**src/rtl/spi_mem_if.sv**
```systemverilog
// spi_mem_if: SPI slave front end clocked by sck, bridging the serial frame to a
// sync-write/async-read memory. Define SPI_MEM_IF_BURST_EN for address auto-increment.
module spi_mem_if #(
   parameter int ADDR_W    = 5,
   parameter int DATA_W    = 16,
   parameter int MEM_DEPTH = 2**ADDR_W
) (
   input  logic              sck,
   input  logic              rst,
   input  logic              sdi,
   output logic              sdo,
   output logic [ADDR_W-1:0] mem_addr_o,
   input  logic [DATA_W-1:0] mem_rdata_i,
   output logic              mem_re_o,
   output logic              mem_we_o,
   output logic [DATA_W-1:0] mem_wdata_o
);

   localparam int               CNT_MAX   = (ADDR_W > DATA_W) ? ADDR_W : DATA_W;
   localparam int               CNT_W     = $clog2(CNT_MAX) + 1;
   localparam logic [CNT_W-1:0] CNT_ONE   = CNT_W'(1);
   localparam logic [CNT_W-1:0] ADDR_LAST = CNT_W'(ADDR_W - 1);
   localparam logic [CNT_W-1:0] DATA_LAST = CNT_W'(DATA_W - 1);
   localparam logic [ADDR_W:0]  DEPTH     = (ADDR_W+1)'(MEM_DEPTH);

   typedef enum logic [2:0] {
      S_CMD,
      S_ADDR,
      S_FETCH,
      S_TX,
      S_RX
   } state_t;

   state_t            state;
   state_t            state_nxt;
   logic              rw;
   logic [ADDR_W-1:0] addr;
   logic [ADDR_W-1:0] addr_nxt;
   logic [ADDR_W-1:0] addr_sh;
   logic [CNT_W-1:0]  cnt;
   logic [DATA_W-1:0] shreg;
   logic [DATA_W-1:0] rx_word;
   logic              word_last;

   // Address after the current word: increments and wraps in burst mode, held otherwise.
`ifdef SPI_MEM_IF_BURST_EN
   localparam logic [ADDR_W:0]  DEPTH_LAST = (ADDR_W+1)'(MEM_DEPTH - 1);
   localparam logic [ADDR_W-1:0] ADDR_ONE  = ADDR_W'(1);

   assign addr_nxt = ({1'b0, addr} >= DEPTH_LAST) ? '0 : addr + ADDR_ONE;
`else
   assign addr_nxt = addr;
`endif

   if (ADDR_W > 1) begin : g_addr_sh
      assign addr_sh = {addr[ADDR_W-2:0], sdi};
   end else begin : g_addr_sh1
      assign addr_sh = sdi;
   end

   assign rx_word   = {shreg[DATA_W-2:0], sdi};
   assign word_last = (cnt == DATA_LAST);

   always_ff @(posedge sck or posedge rst) begin
      if (rst) begin
         state <= S_CMD;
      end else begin
         state <= state_nxt;
      end
   end

   // NOTE: every output of this block gets a default first so no path infers a latch.
   always_comb begin
      state_nxt   = state;
      mem_re_o    = 1'b0;
      mem_we_o    = 1'b0;
      mem_addr_o  = addr;
      mem_wdata_o = '0;
      case (state)
         S_CMD:   state_nxt = S_ADDR;
         S_ADDR: begin
            if (cnt == ADDR_LAST) begin
               state_nxt = rw ? S_FETCH : S_RX;
            end
         end
         S_FETCH: begin
            mem_re_o  = 1'b1;
            state_nxt = S_TX;
         end
         S_TX: begin
            // Prefetch the next word during the last bit so streaming has no gap.
            if (word_last) begin
               mem_re_o   = 1'b1;
               mem_addr_o = addr_nxt;
            end
         end
         S_RX: begin
            if (word_last) begin
               mem_wdata_o = rx_word;
               mem_we_o    = ({1'b0, addr} < DEPTH);
            end
         end
         default: state_nxt = S_CMD;
      endcase
   end

   // NOTE: registered state uses non-blocking assignments so every register samples
   // the pre-edge values, independent of statement order.
   always_ff @(posedge sck or posedge rst) begin
      if (rst) begin
         rw    <= 1'b0;
         addr  <= '0;
         cnt   <= '0;
         shreg <= '0;
         sdo   <= 1'b0;
      end else begin
         sdo <= 1'b0;
         case (state)
            S_CMD: begin
               rw  <= sdi;
               cnt <= '0;
            end
            S_ADDR: begin
               addr <= addr_sh;
               cnt  <= (cnt == ADDR_LAST) ? '0 : cnt + CNT_ONE;
            end
            S_FETCH: begin
               shreg <= mem_rdata_i;
               cnt   <= '0;
            end
            S_TX: begin
               sdo <= shreg[DATA_W-1];
               if (word_last) begin
                  shreg <= mem_rdata_i;
                  addr  <= addr_nxt;
                  cnt   <= '0;
               end else begin
                  shreg <= {shreg[DATA_W-2:0], 1'b0};
                  cnt   <= cnt + CNT_ONE;
               end
            end
            S_RX: begin
               shreg <= rx_word;
               if (word_last) begin
                  addr <= addr_nxt;
                  cnt  <= '0;
               end else begin
                  cnt <= cnt + CNT_ONE;
               end
            end
            default: ;
         endcase
      end
   end

endmodule

```
**config.mk**
```make
export PLATFORM = sky130hd
export DESIGN_NAME = spi_mem_if
export DESIGN_NICKNAME = d
export VERILOG_FILES = /design/src/rtl/spi_mem_if.sv
export SDC_FILE = /design/constraint.sdc
export NUM_CORES = 1
export LEC_CHECK = 0
export BUFFER_PORTS_ARGS = -buffer_cell sky130_fd_sc_hd__buf_4
export CORE_ASPECT_RATIO = 1.5
export CORE_UTILIZATION = 48
export DETAILED_ROUTE_END_ITERATION = 7
export PLACE_DENSITY = 0.84
export SETUP_SLACK_MARGIN = 0.05
export SLEW_MARGIN = 20
export SYNTH_ARGS = -nofsm -noshare
export SYNTH_HDL_FRONTEND = slang
export SYNTH_SLANG_ARGS = --single-unit
```
**constraint.sdc**
```tcl
create_clock -name sck -period 1.95 [get_ports sck]
set_input_delay 0.39 -clock sck [delete_from_list [all_inputs] [get_ports sck]]
set_output_delay 0.39 -clock sck [all_outputs]
set_load 0.01 [all_outputs]
```
* Word-level counts from Yosys, hierarchy flattened *
Index checks and enable logic that the tools add are counted.

word-level totals
  flip-flop bits (word level) = 31
  bits in latches = 0
  memory bits (writable) = 0
  memory bits (read-only) = 0
  input port bits = 19
  output and inout port bits = 24
  memories kept = 0

cells by class
  $add $sub $neg = 1
  multiply operators = 0
  div/mod/pow operators = 0
  $lt $le $gt $ge = 0
  equal/unequal tests = 7
  shift operators = 0
  mux-type cells = 14
  bitwise operators = 1
  reductions and logical operators = 6

operator list
  cell                 count
  $mux 16              3
  $pmux 16 s3          1
  $pmux 5 s3           1
  $pmux 3 s4           1
  $mux 5               2
  $eq 3x2->1 const B   2
  $mux 3               2
  $reduce_bool 3->1    2
  $add 5x1->5 const B  1
  $eq 5x3->1 const B   1
  $eq 5x4->1 const B   1
  $reduce_or 2->1      2
  $eq 3x1->1 const B   1
  $eq 3x3->1 const B   1
  $logic_not 3->1      1
  $mux 1               3
  $ne 2x2->1 const B   1
  $pmux 1 s2           1
  $reduce_and 2->1     1
  $not 1->1            1

* Depth between registers and ports, before layout *
Gate-level depths: netlist of the first run.

  depth after elaboration = 4
  gate-level depth with buffers = 8
  depth with buffers taken out = 7

* Worst setup path after synthesis of the first run *
Ideal clock, no wire load.

  path kind = register to register
  start = reg cnt[1]
  end = reg shreg[7]
  library setup time = 0.132 ns
  arrival time = 1.768 ns
  required time = 1.818 ns
  slack = 0.050 ns
  cell stages (with the launch flop) = 9
  buffers on the path = 1
  cell sequence = dfrtp_1 > ha_1 > and3_1 > ha_1 > nor2b_1 > buf_6 > a21oi_4 > mux2i_1 > o21ai_1

on the way
  longest elaborated chain between the ends = 3

RTL lines
  element                 line  text
  start, declared         40    logic [CNT_W-1:0] cnt;
  start signal, assigned  125   cnt <= (cnt == ADDR_LAST) ? '0 : cnt + CNT_ONE;
  start signal, assigned  139   cnt <= cnt + CNT_ONE;
  start signal, assigned  148   cnt <= cnt + CNT_ONE;
  $eq 5x4->1              62    assign word_last = (cnt == DATA_LAST);
  $mux 16                 133   if (word_last) begin
  $pmux 16 s3             118   case (state)
  end signal, assigned    128   shreg <= mem_rdata_i;
  end signal, assigned    134   shreg <= mem_rdata_i;
  end signal, assigned    138   shreg <= {shreg[DATA_W-2:0], 1'b0};
  end, declared           41    logic [DATA_W-1:0] shreg;

No other way between the ends.
A chain may end at the register's enable or synchronous reset.

* Worst setup path after layout of the first run *
  start = reg cnt[0]
  end = out mem_wdata_o[15]

on the way
  longest elaborated chain between the ends = 3

RTL lines
  element        line  text
  $eq 5x4->1     62
  $mux 16        98    if (word_last) begin
  $mux 16        79    case (state)
  end, declared  16    output logic [DATA_W-1:0] mem_wdata_o

No other way between the ends.

==> results of run 1 <==
==> metrics by stage <==
| stage | setup slack [ns] | TNS [ns] | cells | area (sq um) | hold slack, ns |
|---|---|---|---|---|---|
| final | -0.127 | -1.85 | 306 | 2730 | 0.179 |
| after global routing | -0.167 | -2.70 | 306 | 2730 | 0.211 |
| after CTS | -0.110 | -1.67 | 302 | 2660 | 0.193 |
| after detailed placement | -0.0242 | -0.0917 | 287 | 2290 | 0.479 |
| after global placement | 0.0602 | 0 | 287 | 2290 | 0.471 |
| after floorplan | 0.0502 | 0 | 197 | 1870 | 0.447 |
==> critical path, cell delays in order, from the launching register on <==
cell and delay [ns]:
dfrtp_1 0.39, ha_2 0.20, and3_4 0.19, ha_4 0.20, buf_6 0.14, and3_4 0.17
buf_6 0.12
==> state kept, by name (all words and copies together) (netlist names) <==
register / cells
cnt: 5
rw: 1
addr: 5
state: 3
sdo: 1
shreg: 16
==> cell type report <==
| cell class | instances | area [sq um] | area share, % |
|---|---|---|---|
| Tap cell | 43 | 53.8 | 1.97 |
| Sequential cell | 31 | 777 | 28.4 |
| Multi-Input combinational cell | 143 | 1110 | 40.8 |
| Clock buffer | 6 | 82.6 | 3.02 |
| Inverter | 10 | 37.5 | 1.37 |
| Timing Repair Buffer | 71 | 632 | 23.1 |
| Clock inverter | 2 | 35.0 | 1.28 |
==> cells by family (layout without fill, tap and decap cells) <==
family | count (synthesis) | count (layout) | synth area share [%]
simple gates | 68 | 68 | 20.2
compound gates | 54 | 54 | 19.6
flops | 31 | 31 | 41.6
buf+inv | 23 | 89 | 6.17
mux | 16 | 16 | 9.12
fa+ha+maj | 5 | 5 | 3.35
==> report_power, final <==
group          total, mW  internal [mW]  switching (mW)
Clock              0.665          0.413           0.251
Combinational       1.83          0.924           0.902
Sequential          1.25          0.947           0.303
==> placed cells by master, fill, tap and decap left out, types with 2 or more instances in the layout <==
master    count
a22oi_1       6
mux2_2        7
buf_4        47
inv_2         2
a221oi_1      6
mux2i_1       8
o21ai_1       9
buf_6        23
nand2_1      19
a21oi_1       5
nor2_1        5
dfrtp_1      30
o22ai_1       6
nand3_1       2
and3_4       15
and3_1        8
nor3_1        5
o21a_1        2
o21ai_0       9
and2_1        2
clkbuf_8      6
nor2_2        2
nand2b_1      2
inv_1         8
ha_4          3
==> what timing repair did <==
| action | 4_1_cts | 5_1_grt |
|---|---|---|
| setup buffers | 5 | 4 |
| resized for setup | 43 | 11 |
| setup endpoints to repair | 27 | 30 |
| cloned | 2 | 0 |
| pin swaps | 4 | 8 |
==> worst min-delay path by stage <==
stage	start	endpoint	slack [ns]
after floorplan	shreg[15]$_DFFE_PP0P_	shreg[15]$_DFFE_PP0P_	0.45
after global placement	shreg[15]$_DFFE_PP0P_	shreg[15]$_DFFE_PP0P_	0.47
after detailed placement	shreg[15]$_DFFE_PP0P_	shreg[15]$_DFFE_PP0P_	0.48
after CTS	rst	addr[4]$_DFFE_PP0N_	0.19
after global routing	rst	shreg[12]$_DFFE_PP0P_	0.21
final	rst	addr[4]$_DFFE_PP0N_	0.18
==> routing by layer <==
| metal | GRT usage, % | up-vias |
|---|---|---|
| met3 | 6.78 | 22 |
| li1 | - | 862 |
| met4 | 16.3 | 0 |
| met1 | 32.1 | 924 |
| met5 | 0 | - |
| met2 | 48.7 | 109 |
==> reports/metrics.cfg, run 1 <==
[min_path]
hold_class=in -> async

[setup_path]
required_ns=1.56
reg2reg_from=cnt[0]$_DFFE_PP0P_
rrSetupSlack_ns=0.08
crit_arrival_ns=1.69
cp-end-kind=output pin
start_kind=register
timing.rr.end=shreg[10]$_DFFE_PP0P_
crit_end=mem_wdata_o[15]
crit_start=cnt[0]$_DFFE_PP0P_
path_max_fanout=8
path_class=reg -> out
reg2regPathDepth=9

[logic_synthesis]
yosysSeqAreaShare_pct=41.6
synth_edf_count=0
synth_area_leaders=dfrtp_1 (42%), and3_1 (7.7%), mux2_2 (4.8%), mux2i_1 (4.3%), nand2_1 (3.8%)
yosys_warnings=0
synth_largest_area_cell=dfrtp_1
synth.net_count=221
synthArstFlopShare_pct=100
yosysMostFrequentCell=dfrtp_1
synth_common_cells=dfrtp_1 (31), and3_1 (23), nand2_1 (19)
synth_cells=197
synth_cell_types=43
avgSynthCellArea_sq_um=9.48
synth-main-ff-cell=dfrtp_1
synth-seq-cells=31
netlist_area_sq_um=1870
yosysTopAreaCellShare_pct=41.6

[pwr]
p_leak_nw=1.26
power_density_nw_per_um2=1370
ir_drop_mv=0.949
fin_total_pwr_mw=3.74

[clock_tree]
clk_pin_slew_worst_paths_ns=0.07
htreeDepth=2
cts_root_buffer=clkbuf_8
tritoncts=done
numCtsBuffers=5
cts.hold.buffers_added=0
cts.sinks=31
insertion_delay_ns=0.29
clk_path_buf_depth=2

[timing]
finalSetupViolCount=18
drv_slew=0
max_freq_mhz=481
fin_ws_ns=-0.127
max_slew.worst_pin.slew_ns=0.531
period_needed_ns=2.08
period_share_pct=107
relSlewSlack_pct=64.4
rsz0062_at_grt=yes
skew_ns=0.00944
hold_viol_final=0

[die]
die_h_um=78.4
rows=27
start_util_pct=50.7
fp.dieW_um=52.9
die_area_sq_um=4150
io_pins=43
fp.coreArea_sq_um=3680

[detailed_routing]
wl_met3_um=294
drt_iter0_markers=84
dr.max_layer_used=met4
m1WireLength_um=2180
wl_um=5800
vias=1917
ant_nets=0
dr_wl_met2_um=3120
dr.pass1.iters=5
wl_per_cell_um=19.0
viasPerCell=6.26
drt_drc_violations_left=0

[global_route]
antenna_found_initial=0
grt_max_degree=32
grt_pass1_wl_um=8670
overflow=0
grt.total_usage_pct=29.0
first_global_vias=1852

[run]
max-cap-violations=0

[cells_and_area]
fillers=240
fin_util_pct=74.2
areaGrowthSynthToFinish_pct=46.4
drive_gt1_share_pct=44.9
final_nets=286
antenna_cells=0

[outcome]
violations=negative setup slack
status=finished with violations

[placed_design]
hpwlAfterDp_um=3430
place_congestion=0.867
port_buffers=42

Note: power is estimated with default switching activity, not from simulation.
==> run 2, diff against run 1 <==
- ABC_AREA: unset -> 1
- CORE_UTILIZATION: 48 -> 49
- PLACE_DENSITY: 0.84 -> 0.85
==> run 2 against run 1 <==
  * The flow still finishes with violations (negative setup slack)
  * Core utilization increased by 0.063 points
  * Register-to-register slack lost 0.02 ns
  * Worst setup slack gained 0.032 ns
  * Die area up 7.1%
  * First-iteration DRC count rose by 57%
  * Count of clock-buffer cells in the layout down 1
  * Combinational power rose by 31%
  * Power rose by 11%
==> reports/metrics.cfg, run 2 <==
[timing]
drv_slew=0
hold_viol_final=0
fin_ws_ns=-0.0952
relSlewSlack_pct=72.3
rsz0062_at_grt=yes
period_share_pct=105
skew_ns=0.00748
max_slew.worst_pin.slew_ns=0.414
period_needed_ns=2.05
max_freq_mhz=489
finalSetupViolCount=18

[logic_synthesis]
synth_edf_count=0
synth_cell_types=19
yosysTopAreaCellShare_pct=37.9
synth.net_count=346
synth_common_cells=nand2_1 (148), nand3_1 (50), nor2_1 (32)
synth-main-ff-cell=dfrtp_1
yosysSeqAreaShare_pct=37.9
synth-seq-cells=31
synthArstFlopShare_pct=100
yosysMostFrequentCell=nand2_1
avgSynthCellArea_sq_um=6.35
yosys_warnings=0
synth_area_leaders=dfrtp_1 (38%), nand2_1 (27%), nand3_1 (12%), nor2_1 (5.9%), inv_1 (3.5%)
netlist_area_sq_um=2050
synth_cells=322
synth_largest_area_cell=dfrtp_1

[die]
rows=28
io_pins=43
die_h_um=81.1
fp.dieW_um=54.8
fp.coreArea_sq_um=3960
start_util_pct=51.7
die_area_sq_um=4440

[clock_tree]
cts_root_buffer=clkbuf_8
tritoncts=done
cts.hold.buffers_added=0
htreeDepth=2
numCtsBuffers=5
clk_pin_slew_worst_paths_ns=0.07
insertion_delay_ns=0.29
clk_path_buf_depth=2
cts.sinks=31

[detailed_routing]
viasPerCell=5.50
wl_per_cell_um=14.5
vias=2350
drt_iter0_markers=132
dr.pass1.iters=5
wl_um=6180
drt_drc_violations_left=0
ant_nets=0

[global_route]
antenna_found_initial=0
grt_pass1_wl_um=9560
first_global_vias=2251
grt_max_degree=32
overflow=0
grt.total_usage_pct=29.2

[setup_path]
path_max_fanout=6
cp-end-kind=output pin
reg2reg_from=cnt[1]$_DFFE_PP0P_
rrSetupSlack_ns=0.06
crit_start=cnt[1]$_DFFE_PP0P_
start_kind=register
required_ns=1.56
path_class=reg -> out
crit_arrival_ns=1.66

[cells_and_area]
final_common_cell=nand2_1
antenna_cells=0
drive_gt1_share_pct=30.9
layout.cells.most_common_list=nand2_1 (142), nand3_1 (49), buf_4 (43), dfrtp_1 (30), buf_6 (20)
fin_util_pct=74.3
largest_reg_flops=16
areaGrowthSynthToFinish_pct=43.7
reg_top3=shreg x16, addr x5, cnt x5
final_nets=405
regMostFlops=shreg

[run]
max-cap-violations=0

[outcome]
status=finished with violations
violations=negative setup slack

[placed_design]
preCtsSetupSlack_ns=0.0875
place_congestion=0.894
port_buffers=42
hpwlAfterDp_um=3810

[pwr]
power.internal_mw=2.07
p_switching_mw=2.07
netSwitchingFraction_pct=50.1
fin_total_pwr_mw=4.14
p_leak_nw=1.52
power.share.sequential_pct=30.1
pwr-share-clk_pct=12.1
ir_drop_mv=1.13
power_density_nw_per_um2=1410
p_comb_share_pct=57.8

[min_path]
hold_class=in -> async

## run 2: cell types whose count changed after synthesis, sizes merged, moves of 8 or more
| cell | previous run | this run |
|---|---|---|
| nor2 | 7 | 35 |
| nand2 | 19 | 151 |
| inv | 10 | 22 |
| mux2 | 8 | 0 |
| o21ai | 18 | 7 |
| nand3 | 2 | 50 |
| and3 | 23 | 0 |
| mux2i | 8 | 0 |
## run 2: worst max-delay path, stage by stage, from the launching register on
cell,delay [ns]
dfrtp_1,0.37
ha_2,0.19
nand2_2,0.07
nor2_4,0.14
ha_4,0.19
inv_8,0.06
buf_12,0.14
nor2_4,0.08
buf_6,0.11
## run 2: final cells by class
cell class / instances / area [sq um]
clock buffer: 5 / 68.8
clock inverter: 3 / 15.0
fill: 284 / 1020
inverter: 22 / 90.1
multi-input combinational: 254 / 1290
sequential: 31 / 777
tap: 45 / 56.3
timing repair buffer: 67 / 641
## run 2: through the flow
stage	TNS, ns	instance area (sq um)	hold WS (ns)	cells
after floorplan	0	2090	0.449	322
after global placement	0	2470	0.455	406
final	-1.49	2940	0.179	427
after global routing	-2.45	2940	0.223	427
after CTS	-1.14	2760	0.193	424
after detailed placement	0	2470	0.480	406
## run 2: routing by layer
layer  track usage, %  share of wire (%)
met5                0                  0
met4             16.2                3.6
met3             5.24                5.6
met2             50.0                 53
met1             32.5                 38
## run 2: cell families (layout without fill, tap and decap cells)
kind of cell | after synthesis | count (layout) | synth area share, %
flops | 31 | 31 | 37.9
buf+inv | 37 | 97 | 8.13
compound gates | 12 | 12 | 3.18
fa+ha+maj | 5 | 5 | 3.06
simple gates | 237 | 237 | 47.7
## run 2: path summary, 6_finish.rpt
check / endpoint / cells after the start
max: mem_wdata_o[0] / 8
min reg2reg: addr[4]$_DFFE_PP0N_ / 2
min: addr[1]$_DFFE_PP0N_ / 3
max in group asynchronous: state[2]$_DFFE_PP0P_ / 3
max reg2reg: shreg[15]$_DFFE_PP0P_ / 14
min in group sck: rw$_DFFE_PP0N_ / 3
## run 2: power groups by stage
stage | logic, mW | registers (mW) | clock network, mW
finish | 2.39 | 1.25 | 0.499
global route | 2.70 | 1.28 | 0.522
CTS | 2.23 | 1.23 | 0.497
detailed placement | 2.17 | 1.24 | 0
global placement | 2.11 | 1.23 | 0
floorplan | 1.67 | 1.19 | 0
## run 2: repair_timing
item,CTS,global route
resized for setup,34,35
gates cloned,1,1
endpoints found under the hold margin,0,0
endpoints found under the setup margin,18,24
pin swaps,12,19
setup buffers,9,2
==> run 3, diff against run 2 <==
- CORE_UTILIZATION: 49 -> 59
- PLACE_DENSITY: 0.85 -> 0.94
- SLEW_MARGIN: 20 -> unset
- clock period: 1.95 -> 2.6 ns (I/O delays scaled with it)
==> run 3 against run 2 <==
  * The run now ends clean
  * Combinational power shrank 32%
  * Core utilization grew 5.1 points
  * Sequential cell count is the same
  * Sequential power shrank 25%
  * Sequential share of layout area grew 3.9 points
  * Final cell count shrank 4.2%
  * Worst setup slack gained 0.27 ns
  * Clock skew shrank 0.00085 ns
  * First-iteration DRC count grew 20%
  * Non-clock buffer count shrank 15
  * Die area shrank 16%
  * Design area shrank 13%
==> reports/metrics.cfg, run 3 (synthesis gave the netlist of run 2 again) <==
[cells_and_area]
reg_top3=shreg x16, addr x5, cnt x5
regMostFlops=shreg
drive_gt1_share_pct=20.6
antenna_cells=0
largest_reg_flops=16
final_nets=392
areaGrowthSynthToFinish_pct=25.0
layout.cells.most_common_list=nand2_1 (148), buf_4 (52), nand3_1 (50), dfrtp_1 (31), nor2_1 (30)
final_common_cell=nand2_1
fillers=225
fin_util_pct=79.3

[die]
die_h_um=74.1
fp.coreArea_sq_um=3220
start_util_pct=63.5
fp.dieW_um=50.1
rows=25
io_pins=43
die_area_sq_um=3710

[setup_path]
start_kind=register
cp_slowest_cell=dfrtp_1
required_ns=2.08
cp_cell_sequence=ha_1 > nand2_1 > nor2_2 > ha_4 > clkinvlp_4 > nor2_1 > buf_4
cp-end-kind=output pin
critPathTopFamily=simple AND/OR/NAND/NOR gates
path_class=reg -> out
critPathBufInv=2
critPathMaxStageDelay_ns=0.39
path_max_fanout=6
crit_arrival_ns=1.90

[timing]
hold_viol_final=0
max_slew.worst_pin.slew_ns=0.640
max_freq_mhz=413
skew_ns=0.00663
setup_tns_ns=0
drv_slew=0
period_share_pct=93.1
rsz0062_at_grt=no
relSlewSlack_pct=57.3
period_needed_ns=2.42
finalSetupViolCount=0

[placed_design]
place_congestion=0.856
port_buffers=42
hpwlAfterDp_um=3630

[clock_tree]
clk_pin_slew_worst_paths_ns=0.07
tritoncts=done
cts_root_buffer=clkbuf_8
numCtsBuffers=5
clk_path_buf_depth=2
htreeDepth=2
insertion_delay_ns=0.29
cts.hold.buffers_added=0
cts.sinks=31

[global_route]
overflow=0
grt.total_usage_pct=33.3
antenna_found_initial=0
grt_max_degree=32
grt_pass1_wl_um=9190
first_global_vias=2080

[outcome]
status=completed

[detailed_routing]
vias=2296
wl_per_cell_um=14.0
wl_um=5740
drt_iter0_markers=158
ant_nets=0
viasPerCell=5.61
drt_drc_violations_left=0
dr.pass1.iters=5

[pwr]
ir_drop_mv=0.887
power_density_nw_per_um2=1200
p_leak_nw=1.41

[min_path]
hold_class=in -> async

[run]
max-cap-violations=0

## run 3: through the flow
stage	cells	total power [mW]	hold WS [ns]	setup slack, ns	cell area, sq um
floorplan	322	2.14	0.449	0.384	2050
global placement	397	2.46	0.456	0.298	2390
detailed placement	397	2.52	0.466	0.253	2390
CTS	409	3.05	0.318	0.0753	2540
global route	409	3.33	0.354	0.0549	2560
finish	409	3.08	0.304	0.179	2560
## run 3: area by class of cell
type	count	area [sq um]	share of cell area, %
repair inverters	2	15.0	0.587
flip-flops and latches	31	776	30.3
inverters	22	86.3	3.38
clock buffers	6	82.6	3.23
well taps	40	50.0	1.96
multi-input cells	254	1120	43.9
clock inverters	2	35.0	1.37
repair buffers	52	390	15.3
## run 3: path summary, 6_finish.rpt
path	startpoint	end	slack, ns	cells after the start
max	cnt[1]$_DFFE_PP0P_	mem_wdata_o[12]	0.18	7
min	rst	shreg[11]$_DFFE_PP0P_	0.30	3
max reg2reg	cnt[1]$_DFFE_PP0P_	shreg[12]$_DFFE_PP0P_	0.39	13
min reg2reg	addr[4]$_DFFE_PP0N_	addr[4]$_DFFE_PP0N_	0.48	2
max in group asynchronous	rst	cnt[3]$_DFFE_PP0P_	2.00	3
min in group sck	addr[4]$_DFFE_PP0N_	addr[4]$_DFFE_PP0N_	0.48	2
## run 3: routing by layer
metal | GRT usage, % | part of all wire (%) | vias up
li1 | - | - | 1102
met1 | 39.3 | 39 | 1034
met2 | 57.2 | 50 | 135
met3 | 7.36 | 8.5 | 25
met4 | 15.2 | 3.0 | 0
met5 | 0 | 0 | -
## run 3: timing repair
action	in CTS	in global routing
endpoints found under the setup margin	17	16
buffers inserted	2	0
cloned	2	0
resized for setup	5	2
## run 3: report_power, final
part	leakage, nW	switching [mW]	internal, mW	total (mW)
clock network	0.0612	0.189	0.310	0.499
logic	0.959	1.07	0.559	1.63
registers	0.387	0.223	0.720	0.943
## run 3: worst register-to-register path, cell delays in order, from the launching register on
cell,delay [ns]
dfrtp_1,0.39
ha_1,0.19
nand2_1,0.09
nor2_2,0.20
ha_4,0.24
clkinvlp_4,0.22
buf_4,0.21
buf_4,0.17
nand2_1,0.07
nand2_1,0.05
nand2_1,0.06
nand3_1,0.09
nand2_1,0.08
nand2_1,0.06
